`src/rtl/uart_hex_sender.sv`:
```
// ---------------------------------------------------------------------------
// uart_hex_sender
//
// Sends a 64-bit record to a byte-wide UART transmitter as printable ASCII.
// The output is lowercase hex, most-significant nibble first, and each record
// ends with CR LF.
//   Two-word format (pc_print_sel=0): "hhhhhhhh hhhhhhhh\r\n"  (19 characters)
//   One-word format (pc_print_sel=1): "hhhhhhhh\r\n"           (10 characters)
//
// Ports
//   clk             : single clock; all state changes happen on its rising edge
//   rst_n           : asynchronous active-low reset
//   rdata_snd_start : one-cycle request to send a record
//   rdata_snd[63:0] : record payload, sampled only in the request cycle
//   pc_print_sel    : record format, sampled only in the request cycle
//   snd_abort       : drops the record in progress
//   tx_busy         : UART transmitter busy
//   tx_start        : one-cycle pulse that launches the character on tx_data
//   tx_data[7:0]    : ASCII character; held from one tx_start to the next
//   flushing_wq     : one-cycle pulse after the last character of a record
//   snd_overrun     : one-cycle pulse when a request arrives while busy
//   snd_busy        : high whenever a record is in progress
// ---------------------------------------------------------------------------
module uart_hex_sender (
    input  logic        clk,
    input  logic        rst_n,
    input  logic        rdata_snd_start,
    input  logic [63:0] rdata_snd,
    input  logic        pc_print_sel,
    input  logic        snd_abort,
    input  logic        tx_busy,
    output logic        tx_start,
    output logic [7:0]  tx_data,
    output logic        flushing_wq,
    output logic        snd_overrun,
    output logic        snd_busy
);

    typedef enum logic [2:0] {
        S_IDLE = 3'd0,
        S_SEND = 3'd1,
        S_HOLD = 3'd2,
        S_WAIT = 3'd3,
        S_DONE = 3'd4
    } state_t;

    localparam logic [4:0] LEN_TWO_WORD = 5'd19;
    localparam logic [4:0] LEN_ONE_WORD = 5'd10;
    localparam logic [7:0] CH_SPACE     = 8'h20;
    localparam logic [7:0] CH_CR        = 8'h0D;
    localparam logic [7:0] CH_LF        = 8'h0A;

    state_t      state_q, state_d;
    logic [63:0] shreg_q, shreg_d;
    logic        one_word_q, one_word_d;
    logic [4:0]  cnt_q, cnt_d;
    logic [7:0]  tx_data_q, tx_data_d;

    // -----------------------------------------------------------------------
    // Character generation: decoded from the character counter and format.
    // -----------------------------------------------------------------------
    logic [4:0] rec_len;
    logic       chars_left;
    logic       is_hex;
    logic [3:0] cur_nibble;
    logic [7:0] hex_char;
    logic [7:0] cur_char;

    assign rec_len    = one_word_q ? LEN_ONE_WORD : LEN_TWO_WORD;
    assign chars_left = (cnt_q < rec_len);

    // The register always shifts left, so the next digit of the active word
    // sits at its top nibble: [31:28] in one-word format, [63:60] otherwise.
    assign cur_nibble = one_word_q ? shreg_q[31:28] : shreg_q[63:60];

    // 0-9 -> '0'..'9', 10-15 -> 'a'..'f' ('a' - 10 = 0x57).
    assign hex_char = (cur_nibble < 4'd10) ? (8'h30 + {4'h0, cur_nibble})
                                           : (8'h57 + {4'h0, cur_nibble});

    always_comb begin
        is_hex = 1'b0;
        if (one_word_q) begin
            is_hex = (cnt_q < 5'd8);
        end else begin
            is_hex = (cnt_q < 5'd8) || ((cnt_q >= 5'd9) && (cnt_q < 5'd17));
        end
    end

    always_comb begin
        cur_char = CH_LF;
        if (is_hex) begin
            cur_char = hex_char;
        end else if (one_word_q) begin
            cur_char = (cnt_q == 5'd8) ? CH_CR : CH_LF;
        end else if (cnt_q == 5'd8) begin
            cur_char = CH_SPACE;
        end else if (cnt_q == 5'd17) begin
            cur_char = CH_CR;
        end else begin
            cur_char = CH_LF;
        end
    end

    // -----------------------------------------------------------------------
    // FSM next-state and output logic
    // -----------------------------------------------------------------------
    always_comb begin
        state_d     = state_q;
        shreg_d     = shreg_q;
        one_word_d  = one_word_q;
        cnt_d       = cnt_q;
        tx_data_d   = tx_data_q;
        tx_start    = 1'b0;
        flushing_wq = 1'b0;
        snd_overrun = 1'b0;

        // Any request outside idle is dropped and reported.
        if ((state_q != S_IDLE) && rdata_snd_start) begin
            snd_overrun = 1'b1;
        end

        if ((state_q != S_IDLE) && snd_abort) begin
            // Abort wins over everything else, including a new request.
            state_d = S_IDLE;
        end else begin
            case (state_q)
                S_IDLE: begin
                    // An abort in idle has no record to drop, but it still
                    // masks a request arriving in the same cycle.
                    if (rdata_snd_start && !snd_abort) begin
                        shreg_d    = rdata_snd;
                        one_word_d = pc_print_sel;
                        cnt_d      = 5'd0;
                        state_d    = S_SEND;
                    end
                end
                S_SEND: begin
                    if (!tx_busy) begin
                        tx_start  = 1'b1;
                        tx_data_d = cur_char;
                        if (cnt_q != LEN_TWO_WORD) begin
                            cnt_d = cnt_q + 5'd1;
                        end
                        // Only hex digits consume payload bits.
                        if (is_hex) begin
                            shreg_d = {shreg_q[59:0], 4'h0};
                        end
                        state_d = S_HOLD;
                    end
                end
                S_HOLD: begin
                    // Gives the transmitter one cycle to raise tx_busy after
                    // tx_start; tx_busy is deliberately ignored here.
                    state_d = S_WAIT;
                end
                S_WAIT: begin
                    if (!tx_busy) begin
                        state_d = chars_left ? S_SEND : S_DONE;
                    end
                end
                S_DONE: begin
                    flushing_wq = 1'b1;
                    state_d     = S_IDLE;
                end
                default: begin
                    state_d = S_IDLE;
                end
            endcase
        end
    end

    // The launched character is visible in the tx_start cycle itself. After
    // that the register holds it until the next launch.
    assign tx_data  = tx_start ? cur_char : tx_data_q;
    assign snd_busy = (state_q != S_IDLE);

    // -----------------------------------------------------------------------
    // State registers
    // -----------------------------------------------------------------------
    always_ff @(posedge clk or negedge rst_n) begin
        if (!rst_n) begin
            state_q    <= S_IDLE;
            shreg_q    <= 64'h0;
            one_word_q <= 1'b0;
            cnt_q      <= 5'd0;
            tx_data_q  <= 8'h00;
        end else begin
            state_q    <= state_d;
            shreg_q    <= shreg_d;
            one_word_q <= one_word_d;
            cnt_q      <= cnt_d;
            tx_data_q  <= tx_data_d;
        end
    end

endmodule

```
`config.mk`:
```
export PLATFORM = sky130hd
export DESIGN_NAME = uart_hex_sender
export DESIGN_NICKNAME = d
export VERILOG_FILES = /design/src/rtl/uart_hex_sender.sv
export SDC_FILE = /design/constraint.sdc
export NUM_CORES = 1
export LEC_CHECK = 0
export ABC_AREA = 1
export BUFFER_PORTS_ARGS = -buffer_cell sky130_fd_sc_hd__buf_2
export CAP_MARGIN = 20
export CORE_MARGIN = 5
export CORE_UTILIZATION = 50
export DETAILED_ROUTE_END_ITERATION = 6
export HOLD_SLACK_MARGIN = 0.1
export PLACE_DENSITY = 0.73
export SETUP_SLACK_MARGIN = 0.02
export SKIP_LAST_GASP = 1
export SYNTH_ARGS = -nofsm -noshare
export SYNTH_HDL_FRONTEND = slang
export SYNTH_SLANG_ARGS = --single-unit
export TNS_END_PERCENT = 100
```
`constraint.sdc`:
```
create_clock -name clk -period 2.1 [get_ports clk]
set_input_delay 0.315 -clock clk [delete_from_list [all_inputs] [get_ports clk]]
set_output_delay 0.315 -clock clk [all_outputs]
set_load 0.01 [all_outputs]
```
==> qor.yml <==
sta:
  max_freq_mhz: 457
  finalCritPeriodShare_pct: 104
  finalCriticalPeriod_ps: 2190
  rsz0062_at_grt: "yes"
  slew_viol_final: 0
  setup_tns_ps: -380
  timing.hold.ws_ps: 183
  setup_slack_ps: -86.6
  hold_viol_final: 0
  clock-skew-final_ps: 14.2
  setup_viol_count_final: 6
yosys:
  ys_types: 24
  syn_inst: 663
  yosys_warnings: 0
  avgSynthCellArea_um2: 6.76
  netlist_area_um2: 4480
  synth_seq_cells: 80
  seq_area_frac_synth_pct: 44.6
  syn-num-nets: 739
finish:
  final_nets: 830
  syn_to_final_growth_pct: 26.0
  antenna_cells: 0
  fin_cells: 867
  utilization_pct: 64.8
  drive_gt1_share_pct: 24.2
worst_setup_path:
  regToRegSetupSlack_ps: 40
  critical_path_peak_fanout: 6
  crit_arrival_ps: 1870
  rr_worst_depth: 12
  end_kind: "primary output"
  reg2reg_to: "state_q[0]"
  worstPathRequired_ps: 1780
  worstSetupPathType: "reg2out"
  cp-start-kind: "flip-flop"
  regToRegStartpoint: "one_word_q"
placed_design:
  dp_slack_ps: 127
  gp_congestion: 0.849
  hpwl_mm: 7.19
  portBuffers: 80
  place_inst: 829
global_route:
  antenna_found_initial: 0
  grt_pass1_vias: 4216
  grt_max_degree: 62
  grt_usage_pct: 21.3
  grt_pass1_wl_mm: 19.7
  overflow: 0
hold_path:
  hp-start: "rdata_snd[3]"
  hold_class: "in2reg"
  hold_path_depth: 3
  hold_path_end: "shreg_q[3]"
power:
  p_leak_nw: 3.25
  power_density_nw_per_um2: 1520
  ir_worst_vdd_v: 0.000650
floorplanning:
  io_pins: 82
  die_w_um: 105
  rows: 34
  die_height_um: 105
  die_area_um2: 11000
  start_util_pct: 51.4
  design.core.area_um2: 8720
run:
  cap_viol_max_count: 0
drt:
  first_pass_iters: 5
  via_per_inst: 5.23
  drc: 0
  post_drt_wl_per_cell_um: 14.1
  vias: 4533
  antenna_violating_nets_post_route: 0
  routed_wl_mm: 12.2
  drt_iter0_markers: 345
clock_tree:
  h-tree-depth: 3
  clk_pin_slew_ps: 90
  clockRootBuffer: "clkbuf_8"
  worst_skew_pair.late_latency_ps: 360
  cts_tree: "done"
  clkSinkCount: 80
  cts_buffers: 9
  cts.path.max_buffers: 2
status:
  outcome: "complete, but fails checks"
  violations: "setup timing"
[sequential cells by signal, summed over array words and instances, names as in the netlist]
| register | flops |
|---|---|
| cnt_q | 5 |
| one_word_q | 1 |
| shreg_q | 64 |
| state_q | 3 |
| tx_data_q | 7 |
[final cells by class]
class / instances / area [um2]
flip-flops and latches: 80 / 2010
repair buffers: 115 / 724
well taps: 108 / 135
multi-input cells: 519 / 2400
fillers: 754 / 3070
clock buffers: 11 / 141
inverters: 29 / 111
clock inverters: 5 / 128
[cells in the final DEF (no fill, tap or decap), types with 4 or more instances in the layout]
| master | count |
|---|---|
| nand2_1 | 359 |
| buf_2 | 79 |
| dfrtp_1 | 76 |
| nand3_1 | 70 |
| buf_4 | 27 |
| inv_1 | 17 |
| nor2_1 | 14 |
| nand2_2 | 13 |
| inv_2 | 11 |
| o21ai_0 | 11 |
| clkbuf_8 | 10 |
| nand2_4 | 7 |
| nand3_2 | 7 |
| buf_6 | 5 |
| nor2_4 | 4 |
| nand4_1 | 4 |
| bufinv_16 | 4 |
| dfrtp_2 | 4 |
[kinds of logic (layout without fill, tap and decap cells)]
family | count (synthesis) | in the layout | synth area share, %
buffers and inverters | 64 | 160 | 6.36
AOI/OAI and AO/OA | 20 | 20 | 2.40
and+or+nand+nor | 489 | 489 | 44.3
xor gates and xnor gates | 3 | 3 | 0.586
other | 1 | 1 | 0.0836
adders and majority gates | 6 | 6 | 1.67
DFF | 80 | 80 | 44.6
[through the flow]
stage | area (um2) | total power, mW
after floorplan | 4480 | 5.36
after global placement | 4990 | 6.20
after detailed placement | 4990 | 6.30
after CTS | 5510 | 8.22
after global routing | 5650 | 9.35
final | 5650 | 8.58
[critical path: stages, from the launching register on]
cell	delay (ps)
dfrtp_2	500
inv_2	120
ha_4	130
inv_2	40
nor2_4	150
nand3_2	100
nand2_2	80
nand3_2	80
nand2_1	70
nand2_1	60
nand2_1	60
buf_2	120
[synth_stat cells]
| library cell | n | share of area [%] |
|---|---|---|
| nand2_1 | 379 | 32 |
| dfrtp_1 | 80 | 45 |
| nand3_1 | 76 | 8.5 |
| inv_1 | 23 | 1.9 |
| nor2_1 | 17 | 1.4 |
| o21ai_0 | 13 | 1.5 |
| buf_2 | 12 | 1.3 |
| clkbuf_1 | 11 | 0.92 |
| buf_4 | 8 | 1.3 |
| ha_1 | 6 | 1.7 |
| inv_2 | 6 | 0.50 |
| buf_1 | 4 | 0.33 |
| nand4_1 | 4 | 0.56 |
| a21oi_1 | 3 | 0.33 |
| nand3_2 | 3 | 0.67 |
| nor2_2 | 3 | 0.42 |
| nor3_1 | 3 | 0.33 |
| o21a_1 | 3 | 0.50 |
| xor2_1 | 3 | 0.59 |
| nand3b_1 | 2 | 0.33 |
| conb_1 | 1 | 0.084 |
| nor3b_1 | 1 | 0.17 |
| nor4_1 | 1 | 0.14 |
| o21ai_1 | 1 | 0.11 |
[repair_timing]
| action | CTS | global route |
|---|---|---|
| hold buffers | 1 | 0 |
| endpoints found under the hold margin | 30 | 0 |
| setup buffers | 17 | 4 |
| pin swaps | 11 | 16 |
| gates resized for setup | 34 | 32 |
| gates cloned | 0 | 0 |
| endpoints found under the setup margin | 7 | 24 |
[metal layers]
| layer | vias up | track usage [%] | wire length, um |
|---|---|---|---|
| li1 | 2236 | - | - |
| met5 | - | 0 | 0 |
| met3 | 27 | 3.39 | 655 |
| met4 | 0 | 8.86 | 277 |
| met2 | 149 | 33.9 | 6020 |
| met1 | 2121 | 29.0 | 5280 |
[how the worst max path moves through the flow]
stage	start	end	slack, ps	cells past startpoint
after floorplan	one_word_q	tx_data[1]	290	9
after global placement	one_word_q	tx_data[2]	180	10
after detailed placement	one_word_q	tx_data[2]	130	10
after CTS	one_word_q	tx_data[1]	-7	9
after global routing	cnt_q[2]	tx_data[0]	-220	10
final	cnt_q[0]	tx_data[2]	-90	11
[power breakdown]
group | total, mW | internal, mW | switching (mW)
Sequential | 2.62 | 2.22 | 0.399
Clock | 1.53 | 0.944 | 0.588
Combinational | 4.43 | 1.63 | 2.79
Note: power is estimated with default switching activity, not from simulation.
